## src/rtl/score_evaluation.sv

```systemverilog
// score_evaluation: scores one player guess per mole appearance.
// It keeps a saturating 8-bit count of correct guesses, holds the
// correct/wrong flags for the current mole period, and pulses
// guess_now for one cycle after each accepted guess.
module score_evaluation (
    input  logic       clk,
    input  logic       rst,
    input  logic [2:0] user_guess,
    input  logic [2:0] mole_pos,
    input  logic       eval_now,
    input  logic       mole_change,
    output logic [7:0] score,
    output logic       guess_correct,
    output logic       guess_wrong,
    output logic       guess_now
);

    // A mole period is either still open for a guess or already scored.
    typedef enum logic {
        UNLOCKED = 1'b0,
        LOCKED   = 1'b1
    } lock_state_t;

    localparam logic [7:0] SCORE_MAX = 8'hFF;

    lock_state_t lock_state;
    lock_state_t lock_state_next;
    logic [2:0]  prev_pos;
    logic        new_period;
    logic        accept;
    logic        hit;

    // A fresh mole period starts on an explicit pulse or on any position change.
    assign new_period = mole_change || (mole_pos != prev_pos);

    // A new period reopens the lock in the same cycle, so a guess arriving
    // together with a new mole is judged against the new position.
    assign accept = eval_now && ((lock_state == UNLOCKED) || new_period);
    assign hit    = (user_guess == mole_pos);

    // Lock state register.
    always_ff @(posedge clk or posedge rst) begin
        // NOTE: all clocked state uses non-blocking assignments so every
        // register samples values from before the edge.
        if (rst) begin
            lock_state <= UNLOCKED;
        end else begin
            lock_state <= lock_state_next;
        end
    end

    // Next lock state: an accept locks, a new period without an accept unlocks.
    always_comb begin
        // NOTE: default assigned first so no path leaves the signal unassigned
        // and no latch is inferred.
        lock_state_next = lock_state;
        if (accept) begin
            lock_state_next = LOCKED;
        end else if (new_period) begin
            lock_state_next = UNLOCKED;
        end
    end

    // Track the previous mole position for change detection.
    always_ff @(posedge clk or posedge rst) begin
        if (rst) begin
            prev_pos <= 3'd0;
        end else begin
            prev_pos <= mole_pos;
        end
    end

    // Score: counts correct accepted guesses, holds at the maximum.
    always_ff @(posedge clk or posedge rst) begin
        if (rst) begin
            score <= 8'd0;
        end else if (accept && hit && (score != SCORE_MAX)) begin
            score <= score + 8'd1;
        end
    end

    // Feedback flags: set by an accepted guess, cleared by a new period.
    always_ff @(posedge clk or posedge rst) begin
        if (rst) begin
            guess_correct <= 1'b0;
            guess_wrong   <= 1'b0;
        end else if (accept) begin
            guess_correct <= hit;
            guess_wrong   <= !hit;
        end else if (new_period) begin
            guess_correct <= 1'b0;
            guess_wrong   <= 1'b0;
        end
    end

    // One-cycle pulse following each accepted guess.
    always_ff @(posedge clk or posedge rst) begin
        if (rst) begin
            guess_now <= 1'b0;
        end else begin
            guess_now <= accept;
        end
    end

endmodule

```

## config.mk

```make
export PLATFORM = sky130hd
export DESIGN_NAME = score_evaluation
export DESIGN_NICKNAME = d
export VERILOG_FILES = /design/src/rtl/score_evaluation.sv
export SDC_FILE = /design/constraint.sdc
export NUM_CORES = 1
export LEC_CHECK = 0
export ABC_AREA = 0
export CAP_MARGIN = 20
export CORE_UTILIZATION = 34
export DETAILED_ROUTE_END_ITERATION = 10
export HOLD_SLACK_MARGIN = 0.1
export REMOVE_ABC_BUFFERS = 1
export SLEW_MARGIN = 5
export SYNTH_ARGS = -nofsm -noshare
export SYNTH_HDL_FRONTEND = slang
export SYNTH_SLANG_ARGS = --single-unit
```

## constraint.sdc

```tcl
create_clock -name clk -period 1.93 [get_ports clk]
set_input_delay 0.386 -clock clk [delete_from_list [all_inputs] [get_ports clk]]
set_output_delay 0.386 -clock clk [all_outputs]
set_load 0.01 [all_outputs]
```

==> results.cfg, run 1 <==
[synthesis]
synth_seq_area_share_pct = 50.4
synth_top_cell_by_area = sky130_fd_sc_hd__dfrtp_1
synth_enable_flop_cells = 0
ys.flop_type = sky130_fd_sc_hd__dfrtp_1
synthesis.area_per_instance_um2 = 11.6
number_of_standard_cells_after_synthesis = 64
synthesis.area_um2 = 744
yosysWarningCount = 0
proportion_of_register_bits_with_asynchronous_set_or_reset_after_synthesis_pct = 100
synth_top_cells_by_area = sky130_fd_sc_hd__dfrtp_1, sky130_fd_sc_hd__xnor2_1, sky130_fd_sc_hd__xor2_1, sky130_fd_sc_hd__nand4_1, sky130_fd_sc_hd__mux2_1
synth-seq-cells = 15
synth_largest_type_area_fraction_pct = 50.4
post_synth_num_cell_types = 26

[clock_tree]
clock_tree.root_cell = sky130_fd_sc_hd__clkbuf_4
tritoncts = built
clk_pin_slew_ns = 0.09
clock_tree.htree_level_count = 1
worstSkewPairLatency_ns = 0.28
cts.path.max_buffers = 2
tritoncts.num_buffers = 3
tritoncts_num_sinks = 15
cts-hold-fix-buffers = 0

[placement]
io_buffer_count = 20
detailed_place_hpwl_um = 1030
final_wtd_congestion = 0.778
dp.cells = 114

[global_route]
grt_util_all_layers_pct = 13.4
grt_first_pass_wirelength_um = 2390
grt_antenna_before_repair = 0
grt_remaining_overflow = 0
first_global_vias = 582
pin_count_of_the_biggest_net_entering_global_routing = 16

[power]
power.ir.vdd_worst_mv = 0.405
p_leak_nw = 0.453
p_per_area_mw_per_mm2 = 843

[worst_setup_path]
critPathRequiredTime_ns = 2.09
r2r.worst_path.cells = 5
cp_data_arrival_time_ns = 1.98
start_kind = input pin
crit_type = in -> reg
worst-path-max-fanout = 6
crit_path_end_kind = register

[route]
wl_per_cell_um = 11.4
dr_total_vias = 557
dr.first_iter.drc_count = 7
vias_per_cell = 4.72
drt.antenna.violating_nets = 0
remaining_drc_errors = 0
firstDrtPassIters = 4
totalWireLength_um = 1340

[timing]
period_minus_slack_ns = 1.82
grt_setup_unrepaired = no
timing.final.setup_violations = 0
timing_worst_slew_pin_value_ns = 0.570
timing.final.max_slew_violations = 0
worst_clock_skew_ns = 0.00503
fmax_ghz = 0.550
slew_headroom_pct = 61.9
tcrit_tclk_final_pct = 94.2
final_hold_violation_count = 0
finalHoldWorstSlack_ns = 0.456

[floorplan]
num_io_pins = 21
design.die.area_mm2 = 0.00238
starting_density_of_the_core_pct = 37.2
floorplan.die.width_um = 48.8
num_rows = 16
core_area_mm2 = 0.00200
die_height_um = 48.8

[final_layout]
fillCellCount = 186
insertedDiodeCount = 0
drive_above_1_share_pct = 16.5
num-nets-final = 103
stdcell_count = 118
area_delta_synth_final_pct = 36.6

[run]
maxCapViolCount = 0

[worst_hold_path]
holdCritPathClass = in -> async

[run_status]
run_status = finished, final reports clean
-- flip-flops by register name, indices dropped and copies added (netlist names) --
signal and cells:
lock_state 1, score 8, guess_now 1, prev_pos 3
guess_correct 1, guess_wrong 1
-- kinds of logic after synthesis --
logic type | count (synthesis) | synth area share (%)
buffers and inverters | 5 | 5.55
and+or+nand+nor | 24 | 18.7
xor gates and xnor gates | 10 | 11.8
adders and majority gates | 1 | 1.68
muxes | 3 | 5.04
DFF | 15 | 50.4
AOI/OAI and AO/OA | 6 | 6.89
-- metal layers --
layer | up-vias | global-route usage (%) | wire [um]
li1 | 274 | - | -
met1 | 255 | 16.2 | 553
met4 | 0 | 5.88 | 14
met5 | - | 0 | 0
met3 | 2 | 4.05 | 65
met2 | 26 | 22.0 | 707
-- final timing paths --
kind	endpoint	slack (ns)	start
worst max-delay path	score[1]	0.11	mole_pos[1]
worst min-delay path	score[4]	0.46	rst
worst max register to register	score[1]	0.38	prev_pos[2]
worst min register to register	guess_correct	0.50	guess_correct
max in group asynchronous	score[5]	1.10	rst
min in group clk	guess_correct	0.50	guess_correct
-- cells in the final DEF, fill, tap and decap left out, types with 2 or more instances in the layout --
master	synthesis	final
sky130_fd_sc_hd__nand2_1	6	6
sky130_fd_sc_hd__a21oi_1	2	2
sky130_fd_sc_hd__xnor2_1	6	6
sky130_fd_sc_hd__clkdlybuf4s50_1	0	20
sky130_fd_sc_hd__inv_1	3	3
sky130_fd_sc_hd__dfrtp_1	15	15
sky130_fd_sc_hd__buf_4	0	5
sky130_fd_sc_hd__nor2_1	2	2
sky130_fd_sc_hd__xor2_1	4	4
sky130_fd_sc_hd__mux2_1	2	2
sky130_fd_sc_hd__nand4_1	4	4
sky130_fd_sc_hd__clkbuf_4	0	3
sky130_fd_sc_hd__nand3_1	2	2
sky130_fd_sc_hd__and3_2	2	2
-- synthesized netlist by cell type (all sizes together), types with 2 or more instances --
library cell	n
dfrtp	15
nand2	6
xnor2	6
and3	4
nand4	4
xor2	4
inv	3
mux2	3
a21oi	2
nand3	2
nor2	2
-- cell type report --
class	count	area (um2)	area share (%)
Clock buffer	4	26.3	2.58
Inverter	3	11.3	1.11
Sequential cell	15	375	36.9
Multi-Input combinational cell	44	333	32.7
Timing Repair Buffer	25	238	23.4
Tap cell	27	33.8	3.32
-- worst max-delay path, cell delays in order --
cell and delay (ns):
sky130_fd_sc_hd__clkdlybuf4s50_1 0.47, sky130_fd_sc_hd__xor2_1 0.20, sky130_fd_sc_hd__nor3_2 0.19, sky130_fd_sc_hd__and3_4 0.23, sky130_fd_sc_hd__a21boi_4 0.20, sky130_fd_sc_hd__mux2_4 0.31
-- stage by stage --
stage / worst slack (ns) / power (mW) / instance area [um2] / utilization [%] / TNS (ns)
2_1_floorplan: 0.279 / 0.541 / 714 / - / 0
3_3_place_gp: -0.240 / 0.682 / 986 / 49.3 / -1.23
4_1_cts: 0.0369 / 0.867 / 1010 / 50.6 / 0
6_report: 0.112 / 0.858 / 1020 / 50.8 / 0
5_1_grt: 0.0413 / 0.925 / 1020 / 50.8 / 0
3_5_place_dp: -0.255 / 0.684 / 986 / 49.3 / -1.33
-- timing repair --
action / in CTS / in global routing
setup buffers: 0 / 0
endpoints found under the setup margin: 0 / 3
resized for setup: 0 / 2
-- report_power, final --
part | total (mW) | switching [mW] | leakage, nW | internal (mW)
logic | 0.256 | 0.104 | 0.248 | 0.152
clock network | 0.175 | 0.0954 | 0.0150 | 0.0801
registers | 0.427 | 0.0664 | 0.190 | 0.360
Power figures use the tool's default switching activity.
==> run 2, diff against run 1 <==
--- a/config.mk
+++ b/config.mk
@@ -8,6 +8,7 @@
 export ABC_AREA = 0
 export CAP_MARGIN = 20
 export CORE_UTILIZATION = 34
+export CTS_BUF_LIST = sky130_fd_sc_hd__clkbuf_16
 export DETAILED_ROUTE_END_ITERATION = 10
 export HOLD_SLACK_MARGIN = 0.1
 export REMOVE_ABC_BUFFERS = 1
==> run 2 against run 1 <==
Against the previous run:
- clock power increased by 120%
- clock skew decreased by 0.0040 ns
- total power increased by 25%
- die area unchanged
- flip-flop and latch count unchanged
- core utilization increased by 2.7 points
- register-to-register slack about the same
- first-iteration DRC count decreased by 14%
- largest cell class unchanged
==> results.cfg, run 2 (same netlist as run 1, synthesis figures left out) <==
[run_status]
run_status = finished, final reports clean

[final_layout]
final_core_util_pct = 53.6
post-route-cell-area_mm2 = 0.00107
insertedDiodeCount = 0
area_delta_synth_final_pct = 44.0
leading_cell_types_in_the_layout_fill_and_taps_excluded = sky130_fd_sc_hd__clkdlybuf4s50_1, sky130_fd_sc_hd__dfrtp_1, sky130_fd_sc_hd__xnor2_1, sky130_fd_sc_hd__nand2_1, sky130_fd_sc_hd__buf_4
layout.cells.most_common = sky130_fd_sc_hd__clkdlybuf4s50_1
stdcell_count = 118
drive_above_1_share_pct = 16.5
num-nets-final = 103
registers.top_by_ff_count = score
top_regs = score (8), prev_pos (3)
largest_register_ff_count = 8

[timing]
grt_setup_unrepaired = no
final_hold_violation_count = 0
timing.final.setup_violations = 0
period_minus_slack_ns = 1.81
timing_worst_slew_pin_value_ns = 0.575
slew_headroom_pct = 61.6
worst_clock_skew_ns = 0.00106
fmax_ghz = 0.552
setup_tns_ns = 0
timing.final.max_slew_violations = 0
finalHoldWorstSlack_ns = 0.362
setup_ws_ns = 0.117
tcrit_tclk_final_pct = 93.9

[route]
wl_per_cell_um = 11.5
remaining_drc_errors = 0
vias_per_cell = 4.82
dr.first_iter.drc_count = 6
dr_total_vias = 569
firstDrtPassIters = 4
drt.antenna.violating_nets = 0
totalWireLength_um = 1360

[worst_hold_path]
holdCritPathClass = in -> reg
hold_path_depth = 1
min_delay_worst_endpoint = prev_pos[1]
holdCritStartpoint = mole_pos[1]

[worst_setup_path]
crit_type = in -> reg
crit_slowest_cell = sky130_fd_sc_hd__clkdlybuf4s50_1
list_of_cells_traversed_by_the_critical_path = clkdlybuf4s50_1, xor2_1, nor3_2, and3_4, a21boi_4, mux2_4
crit_path_end_kind = register
r2r.worst_path.cells = 5
critPathMaxStageDelay_ns = 0.46
cp_data_arrival_time_ns = 1.94
start_kind = input pin
crit-reg2reg-launch = prev_pos[2]
critical-path-top-delay-family = buffers and inverters
reg2reg_to = score[6]
critPathRequiredTime_ns = 2.05
worst-path-max-fanout = 6
ff2ff_setup_slack_ns = 0.39
cp_num_buf_inv = 1

[placement]
io_buffer_count = 20
final_wtd_congestion = 0.778
detailed_place_hpwl_um = 1030
dpl_worst_slack_ns = -0.255
placed_area_um2 = 986
dp.cells = 114

[floorplan]
num_io_pins = 21
starting_density_of_the_core_pct = 37.2
die_height_um = 48.8
design.die.area_mm2 = 0.00238
num_rows = 16
floorplan.die.width_um = 48.8
core_area_mm2 = 0.00200

[global_route]
grt_first_pass_wirelength_um = 2420
grt_antenna_before_repair = 0
first_global_vias = 583
grt_util_all_layers_pct = 13.8
grt_remaining_overflow = 0
pin_count_of_the_biggest_net_entering_global_routing = 16

[clock_tree]
clock_tree.htree_level_count = 1
tritoncts.num_buffers = 3
cts.path.max_buffers = 2
clock_tree.root_cell = sky130_fd_sc_hd__clkbuf_16
clk_pin_slew_ns = 0.05
worstSkewPairLatency_ns = 0.24
post-cts-setup-buffers = 0
tritoncts = built
tritoncts_num_sinks = 15

[run]
maxCapViolCount = 0

[power]
p_leak_nw = 0.490
p_per_area_mw_per_mm2 = 1000
power.ir.vdd_worst_mv = 0.508
post-layout-total-power_mw = 1.07
run 2: cell count changes in the layout (fill, tap and decap cells not counted), sizes merged:
cell	previous run	this run
inv	3	4
clkbuf	4	3
clkdlybuf4s50	20	19
dlymetal6s2s	0	1
run 2: metal layers:
metal | vias up | share of wire, % | track usage, %
met1 | 262 | 40 | 16.2
met4 | 0 | 2.8 | 8.82
met5 | - | 0 | 0
met3 | 5 | 5.7 | 3.43
li1 | 273 | - | -
met2 | 29 | 51 | 22.5
run 2: layout make-up:
class	instances	area [um2]
Tap cell	27	33.8
Clock buffer	3	75.1
Inverter	3	11.3
Fill cell	177	930
Sequential cell	15	375
Multi-Input combinational cell	44	333
Clock inverter	1	3.75
Timing Repair Buffer	25	240
run 2: worst reg2reg max path, cell delays in order, from the launching register on:
cell                      delay (ns)
sky130_fd_sc_hd__dfrtp_1        0.37
sky130_fd_sc_hd__xnor2_1        0.23
sky130_fd_sc_hd__nand4_1        0.15
sky130_fd_sc_hd__and3_4         0.22
sky130_fd_sc_hd__nand4_1        0.12
sky130_fd_sc_hd__mux2_1         0.33
run 2: repair_timing:
action | CTS | global route
hold buffers | 0 | 0
gates resized for setup | 1 | 2
endpoints found under the setup margin | 1 | 2
run 2: power breakdown:
group / internal [mW] / switching (mW) / total [mW]
clock network: 0.273 / 0.117 / 0.390
logic: 0.151 / 0.103 / 0.255
registers: 0.362 / 0.0657 / 0.428
total: 0.787 / 0.286 / 1.07
run 2: how the worst max path moves through the flow:
stage | slack [ns] | startpoint | end | depth (start not counted)
floorplan | 0.28 | mole_pos[1] | score[1] | 5
global placement | -0.24 | mole_pos[1] | score[1] | 6
detailed placement | -0.25 | mole_pos[1] | score[1] | 6
CTS | 0.04 | mole_pos[1] | score[1] | 6
global route | 0.03 | mole_pos[0] | score[6] | 6
finish | 0.12 | mole_pos[0] | score[1] | 6
